--- src/rtl/vga_pattern_sequencer.sv ---
// VGA test-pattern source for the 640x480 path.
// Four patterns, advanced on frame boundaries (auto or manual).
module vga_pattern_sequencer #(
  parameter int FRAMES_PER_PATTERN = 60,
  parameter int H_ACTIVE           = 640,
  parameter int V_ACTIVE           = 480
) (
  input  logic        clk,
  input  logic        reset,
  input  logic [9:0]  h_addr,
  input  logic [9:0]  v_addr,
  input  logic        valid,
  input  logic        mode_auto,
  input  logic        next_req,
  output logic [23:0] data,
  output logic [1:0]  pattern_id,
  output logic        frame_end
);

  localparam int CW =
    (FRAMES_PER_PATTERN > 1) ? $clog2(FRAMES_PER_PATTERN) : 1;
  localparam logic [CW-1:0] CNT_LAST = CW'(FRAMES_PER_PATTERN - 1);
  localparam logic [9:0]    H_LAST   = 10'(H_ACTIVE - 1);
  localparam logic [9:0]    V_LAST   = 10'(V_ACTIVE - 1);

  typedef enum logic {
    S_AUTO,
    S_MANUAL
  } state_t;

  state_t        state_q, state_d;
  logic [23:0]   data_q, data_d;
  logic [1:0]    pattern_id_q, pattern_id_d;
  logic          frame_end_q, frame_end_d;
  logic [CW-1:0] frame_cnt_q, frame_cnt_d;
  logic          pending_q, pending_d;
  logic          advance;
  logic          eof;

  assign eof = valid && (h_addr == H_LAST) && (v_addr == V_LAST);

  function automatic logic [2:0] band(
    input logic [9:0] a,
    input logic [9:0] t0,
    input logic [9:0] t1,
    input logic [9:0] t2,
    input logic [9:0] t3,
    input logic [9:0] t4
  );
    logic [2:0] b;
    if (a < t0)      b = 3'd0;
    else if (a < t1) b = 3'd1;
    else if (a < t2) b = 3'd2;
    else if (a < t3) b = 3'd3;
    else if (a < t4) b = 3'd4;
    else             b = 3'd5;
    return b;
  endfunction

  function automatic logic [23:0] bar_rgb(input logic [2:0] b);
    logic [23:0] c;
    unique case (b)
      3'd0:    c = 24'hFF0000;
      3'd1:    c = 24'hFFFF00;
      3'd2:    c = 24'h00FF00;
      3'd3:    c = 24'h00FFFF;
      3'd4:    c = 24'h0000FF;
      default: c = 24'hFF00FF;
    endcase
    return c;
  endfunction

  function automatic logic [23:0] pat(
    input logic [1:0] id,
    input logic [9:0] h,
    input logic [9:0] v
  );
    logic [23:0] c;
    unique case (id)
      2'd0: c = bar_rgb(band(h, 10'd107, 10'd214, 10'd321,
                             10'd428, 10'd535));
      2'd1: c = bar_rgb(band(v, 10'd80, 10'd160, 10'd240,
                             10'd320, 10'd400));
      2'd2: c = (h[5] ^ v[5]) ? 24'hFFFFFF : 24'h000000;
      default: c = {h[9:2], v[8:1], 8'h80};
    endcase
    return c;
  endfunction

  // Next-state: pixel data, frame pulse and pattern scheduling.
  always_comb begin
    state_d      = mode_auto ? S_AUTO : S_MANUAL;
    data_d       = valid ? pat(pattern_id_q, h_addr, v_addr) : 24'h0;
    frame_end_d  = eof;
    frame_cnt_d  = frame_cnt_q;
    pending_d    = pending_q;
    pattern_id_d = pattern_id_q;
    advance      = 1'b0;
    unique case (state_q)
      S_AUTO: begin
        pending_d = 1'b0;
        if (eof) begin
          if (frame_cnt_q == CNT_LAST) begin
            frame_cnt_d = '0;
            advance     = 1'b1;
          end else begin
            frame_cnt_d = frame_cnt_q + 1'b1;
          end
        end
      end
      default: begin
        frame_cnt_d = '0;
        if (eof && (pending_q || next_req)) begin
          advance   = 1'b1;
          pending_d = 1'b0;
        end else if (next_req) begin
          pending_d = 1'b1;
        end
      end
    endcase
    if (advance) pattern_id_d = pattern_id_q + 2'd1;
  end

  // State registers with synchronous reset.
  always_ff @(posedge clk) begin
    if (reset) begin
      state_q      <= S_AUTO;
      data_q       <= '0;
      pattern_id_q <= '0;
      frame_end_q  <= 1'b0;
      frame_cnt_q  <= '0;
      pending_q    <= 1'b0;
    end else begin
      state_q      <= state_d;
      data_q       <= data_d;
      pattern_id_q <= pattern_id_d;
      frame_end_q  <= frame_end_d;
      frame_cnt_q  <= frame_cnt_d;
      pending_q    <= pending_d;
    end
  end

  assign data       = data_q;
  assign pattern_id = pattern_id_q;
  assign frame_end  = frame_end_q;

endmodule
--- config.mk ---
export PLATFORM = sky130hd
export DESIGN_NAME = vga_pattern_sequencer
export DESIGN_NICKNAME = d
export VERILOG_FILES = /design/src/rtl/vga_pattern_sequencer.sv
export SDC_FILE = /design/constraint.sdc
export NUM_CORES = 1
export LEC_CHECK = 0
export CAP_MARGIN = 20
export CORE_MARGIN = 3
export CORE_UTILIZATION = 41
export DETAILED_ROUTE_END_ITERATION = 12
export GPL_ROUTABILITY_DRIVEN = 0
export HOLD_SLACK_MARGIN = 0.03
export PLACE_DENSITY = 0.85
export SYNTH_ARGS = -nofsm -noshare
export SYNTH_HDL_FRONTEND = slang
export SYNTH_SLANG_ARGS = --single-unit
--- constraint.sdc ---
create_clock -name clk -period 2.3 [get_ports clk]
set_clock_uncertainty 0.2 [all_clocks]
set_input_delay 0.23 -clock clk [delete_from_list [all_inputs] [get_ports clk]]
set_output_delay 0.23 -clock clk [all_outputs]
set_load 0.01 [all_outputs]
# Word-level counts from Yosys, hierarchy flattened
# Cells that the tools add are included.
# W data, S select, Z words.
totals:
  reg_bits: 35
  out_inout_bits: 27
  in_bits: 25
  word_cells: 66
classes:
  n_addsub: 2
  bitwise_logic: 3
  eq_ne: 13
  reduce_logical: 10
  magnitude_cmp: 10
  mux: 22
ops:
  columns: ["cell", "n"]
  rows:
  - ["$pmux W24 S5", 2]
  - ["$pmux W24 S3", 1]
  - ["$lt A10 B9 Y1 const B", 4]
  - ["$lt A10 B8 Y1 const B", 3]
  - ["$mux W3", 10]
  - ["$mux W24", 1]
  - ["$lt A10 B7 Y1 const B", 2]
  - ["$eq A3 B2 Y1 const B", 4]
  - ["$eq A10 B10 Y1 const B", 1]
  - ["$eq A10 B9 Y1 const B", 1]
  - ["$lt A10 B10 Y1 const B", 1]
  - ["$mux W1", 7]
  - ["$add A6 B1 Y6 const B", 1]
  - ["$eq A3 B1 Y1 const B", 2]
  - ["$eq A3 B3 Y1 const B", 2]
  - ["$eq A6 B6 Y1 const B", 1]
  - ["$logic_not A3 Y1", 2]
  - ["$mux W6", 1]
  - ["$reduce_or A2 Y1", 2]
  - ["$logic_and A1 B1 Y1", 3]
  - ["$reduce_or A3 Y1", 1]
  - ["$add A2 B1 Y2 const B", 1]
  - ["$eq A2 B1 Y1 const B", 1]
  - ["$eq A2 B2 Y1 const B", 1]
  - ["other kinds (4)", 5]

# Depth between registers and ports, before layout
# Gate-level depths: netlist of the first run.
depth:
  depth_word: 10
  mapped_depth: 7
  depth_no_buf: 6

# Worst setup path before layout of the first run
# OpenSTA, ideal clock, no wires.
synth_timing:
  kind: "input port to flip-flop"
  start: "input port h_addr[8]"
  end: "register pattern_id_q[0], in the netlist pattern_id[0]"
  n_path_buf: 1
  stages: 5
  t_required_ns: 1.979
  setup_ns: 0.121
  arrival_ns: 1.904
  slack_ns: 0.076
  path_cell_list: "or3b_1 or4_4 buf_6 a2111oi_4 mux2_2"
synth_via:
  elab_chain_cells: 6
  elab_cells_between_ends: 7
  classes_between: "1 x eq/ne; 3 x mux; 3 x reduce/logical"
synth_lines:
  columns: ["item", "line_no", "text"]
  rows:
  - ["from (decl)", "10", "input logic [9:0] h_addr,"]
  - ["$eq A10 B10 Y1 (*)", "40", "assign eof = valid && (h_addr == H_LAST) && (v_addr == V_LAST);"]
  - ["$logic_and A1 B1 Y1 (*) (2 in series)", "40", null]
  - ["$logic_and A1 B1 Y1", "113", "if (eof && (pending_q || next_req)) begin"]
  - ["$mux W1", "113", null]
  - ["$mux W1 (*)", "99", "unique case (state_q)"]
  - ["to (signal assigned)", "136", "pattern_id_q <= pattern_id_d;"]
  - ["to (decl)", "33", "logic [1:0] pattern_id_q, pattern_id_d;"]
# Every way passes the cells marked *; elsewhere a longest branch is shown, timed or not.
# A chain may end at the register's enable or synchronous reset.

# Final worst setup path of the first run
layout_timing:
  start: "input port h_addr[8]"
  end: "register frame_cnt_q[2]"
layout_via:
  elab_chain_cells: 3
layout_lines:
  columns: ["item", "line_no", "text"]
  rows:
  - ["$eq A10 B10 Y1", "40", null]
  - ["$logic_and A1 B1 Y1 (2 in series)", "40", null]
  - ["to (signal assigned)", "138", "frame_cnt_q <= frame_cnt_d;"]
  - ["to (decl)", "35", "logic [CW-1:0] frame_cnt_q, frame_cnt_d;"]
# No other way between the ends.

==> flow_results.org, run 1 <==
** Setup path
- Required time at the worst-slack endpoint :: roughly 2.2 ns
- The worst setup path is launched from an input port.
- The number of cells on the worst reg-to-reg path is 8.
- CP endpoint kind :: register
- For flop-to-flop paths, the worst setup slack is roughly 0.23 ns.
- Data arrives at the worst endpoint at roughly 2.2 ns.
- Of all nets on the critical path, the largest fanout is 6.
- Start-to-end type of the worst setup path :: in2reg

** Placed design
- Once detailed placement completed, the half-perimeter wirelength came to 3.209 mm.
- Cell Area, Placed :: approximately 0.0023 mm^2
- Number of I/O port buffers :: 51
- The number of placed instances, taps included, is between 200 and 300.

** Yosys
- Among all flip-flop cells after synthesis, the most frequent one is dfxtp_1.
- XOR/XNOR share of the synthesized area :: less than 1%
- By area the synthesized netlist is led by dfxtp_1 37%, a2111oi_0 5.0%, a221oi_1 4.5%.
- The largest total area in the synthesized netlist belongs to dfxtp_1.
- Synthesis produced a netlist whose cell count is about 180.
- In this run, synthesis inferred 0 flip-flops with an integrated enable.
- Counting flops with an async set or reset pin after synthesis yields a share of 0%.
- The portion of synthesized area spent on multiplexers is approximately 1.4%.
- Combinational family with the most area after synthesis :: compound AO/OA/AOI/OAI gates
- Yosys mapped the design onto 50 distinct sky130hd cell types.
- In this run the mean area of a mapped cell was 8.966 um^2.
- The synthesized netlist devotes between 20% and 30% of its cell area to compound gates.
- Of the total synthesized cell area, the portion taken by full adders, half adders and majority gates is 3.987%.
- The Yosys step of the flow raised 0 warnings.
- After synthesis, the largest area contributor takes up between 30% and 40% of total cell area.
- Yosys reg bits :: 29
- Fraction of the yosys area taken by sequential cells :: a little under two fifths
- The mapped netlist covers 0.001569 mm^2.
- The number of nets handed over by synthesis was 205.
- Simple-gate share of the synthesized area :: a little over a fifth

** Die
- Die Span X :: between 60 and 70 um
- Die span in y :: about 68 um
- Once the floorplan was initialized, standard cells occupied ~45% of the core.
- After floorplanning, the core was divided into 21 placement rows.
- During I/O placement, the number of pins put on the boundary was between 50 and 60.
- Core Area :: 0.003521 mm^2
- Area enclosed by the die boundary :: 0.004605 mm^2

** Global route
- Routing usage on met3 :: under 10%
- GR Layer Usage met2 :: 30.74%
- Global routing consumed, over all layers together, a little under a fifth of the routing resources.
- The first global-routing pass estimated about 6.4 mm of wire.
- Met1 global-route usage :: a little under a quarter
- In this run the most used layer during global routing was met2.
- The via count of the first global-routing pass came to approximately 1500.
- Sum of overflow across all layers after global routing :: 0
- Entering global routing, the biggest net connects 19 pins.
- The number of antenna violations at the first check in global routing came to 0.

** Clock tree
- CTS tree :: done
- Number of H-tree branching levels :: 2
- Worst-skew pair later-pin latency :: roughly 0.27 ns
- CTS saw 29 sinks.
- Buffers inserted during clock tree synthesis total 5.
- Hold-fix buffers at CTS :: 0
- Worst-case clock buffer depth :: 2
- Once the clock tree was built, the setup fixing pass inserted 0 buffers.
- Clock Pin Slew Worst Setup and Hold Paths :: 0.06 ns
- CTS Root Cell :: clkbuf_8

** Cells and area
- Final std cells w/o fill :: roughly 290
- For this run, the post-layout net count is approximately 280.
- Post-Layout Inst Area :: between 0.002 and 0.0025 mm^2
- Final design utilization :: around two thirds
- Fillers :: between 200 and 300
- Commonest non-fill, non-tap cell in the layout :: clkdlybuf4s50_1
- Highest-count cells in the layout ignoring fill and taps :: 50 x clkdlybuf4s50_1, 29 x dfxtp_1, 28 x buf_4
- 0 antenna diodes ended up in the layout.
- Relative to the synthesized area, the layout overhead comes to 51.52%.
- Fraction of layout cells with a size suffix above 1 :: 18.62%

** Worst hold path
- Type of the worst min-delay path :: in2reg
- The worst hold path passes through 2 cells.

** Detailed routing
- In this run the remaining antenna-violating nets after routing total 0.
- For this run, design rule violations remaining after detail routing come to 0.
- Before antenna repair, the detailed router went through 4 iterations.
- For this block, the routed nets add up to about 4.0 mm of wire.
- Using the TritonRoute via totals, the vias-per-cell ratio works out to 5.468.
- The routed layout has around 1600 vias.
- WL/cell :: between 10 and 15 um
- Number of DRC violations after detailed-routing iteration 0 :: 94

** Power and ir drop
- Summed over all cells, the static leakage comes to around 0.9 nW.
- Power spread over the standard cell area amounts to about 500 mW/mm^2.
- Across the VDD grid, the largest voltage drop is 0.0002673 V.

** Timing
- At the pin with the least slew margin, the transition time is about 0.62 ns.
- After layout, the worst path uses between 90% and 100% of the clock period.
- The number of pins exceeding their max-slew limit in the final report is 0.
- Minimum clock period after layout :: roughly 2.2 ns
- Setup repair after global routing left no endpoint under its margin.
- The final-report hold violation count came to 0.
- For this run, the top clock speed supported by timing is 0.4522 GHz.
- Max transition margin :: 58.53%
- Setup violations remaining at the end of the flow were counted as 0.

** Status
- The run finished with clean final reports.

** Run
- Max-cap violations :: 0
-- logic make-up (layout without fill, tap and decap cells) --
group / Yosys count / after routing
simple gates: 54 / 54
compound gates: 53 / 53
buf+inv: 31 / 103
flops: 29 / 29
fa+ha+maj: 5 / 5
mux: 2 / 2
xor+xnor: 1 / 1
-- final cells by class --
cell class | count | area (um^2) | area share (%)
clock buffers | 7 | 96.34 | 4.053
clock inverters | 1 | 5.005 | 0.2105
inverters | 16 | 60.06 | 2.526
multi-input cells | 115 | 858.3 | 36.11
flip-flops and latches | 29 | 580.6 | 24.42
well taps | 46 | 57.56 | 2.421
repair buffers | 79 | 719.4 | 30.26
-- synthesized netlist by cell type (3+ instances only) --
cell type	instances
ha_1	5
nor2b_1	8
dfxtp_1	29
or4_1	3
a21oi_1	8
nand2b_1	3
buf_4	6
nand2_1	5
a221oi_1	8
nor2_1	9
o31ai_1	3
clkbuf_1	8
nor3_1	3
a2111oi_0	9
inv_1	16
o21ai_0	5
nand3_1	3
-- registers in the layout (all words and copies together) (netlist names) --
register     count
data            18
frame_cnt_q      6
pattern_id       2
frame_end        1
pending_q        1
state_q          1
-- path summary, 6_finish.rpt --
check | to | startpoint
max | frame_cnt_q[2] | h_addr[8]
min | state_q | mode_auto
max reg2reg | data[10] | pattern_id[1]
min reg2reg | frame_cnt_q[1] | frame_cnt_q[1]
-- stage by stage --
| step | setup TNS [ns] | hold slack, ns | power, mW | setup WS, ns |
|---|---|---|---|---|
| floorplan | 0 | 0.1024 | 0.6104 | 0.07575 |
| global placement | -5.642 | 0.2809 | 0.7381 | -0.4006 |
| detailed placement | -6.576 | 0.2936 | 0.7414 | -0.4608 |
| CTS | 0 | 0.2841 | 1.188 | 0.07034 |
| global route | 0 | 0.3096 | 1.234 | 0.007225 |
| finish | 0 | 0.2839 | 1.183 | 0.08872 |
-- power breakdown --
group	switching (mW)	internal [mW]	leakage (nW)
clock network	0.180	0.270	0.0542
logic	0.0896	0.119	0.615
registers	0.00566	0.520	0.237
total	0.275	0.908	0.906
-- critical path, cell delays in order --
cell and delay [ns]:
clkdlybuf4s50_1 0.44, or3b_1 0.39, or4_4 0.48, buf_4 0.18, o311ai_0 0.32, o31ai_1 0.12
-- metal layers --
metal,wire length (um),vias to the layer above,share of wire [%]
li1,-,804,-
met1,1802,734,45
met2,1913,62,48
met3,273,2,6.8
met4,30,0,0.75
met5,0,-,0
-- what timing repair did --
| action | CTS | global route |
|---|---|---|
| resized for setup | 2 | 4 |
| setup endpoints to repair | 14 | 9 |
| pin swaps | 2 | 0 |
(Power assumes the default switching activity.)
==> run 2: changes to the inputs <==
Settings changed: TNS_END_PERCENT set to 50.
==> results of run 2 <==
Final layout, timing and power as in run 1 (identical DEF).
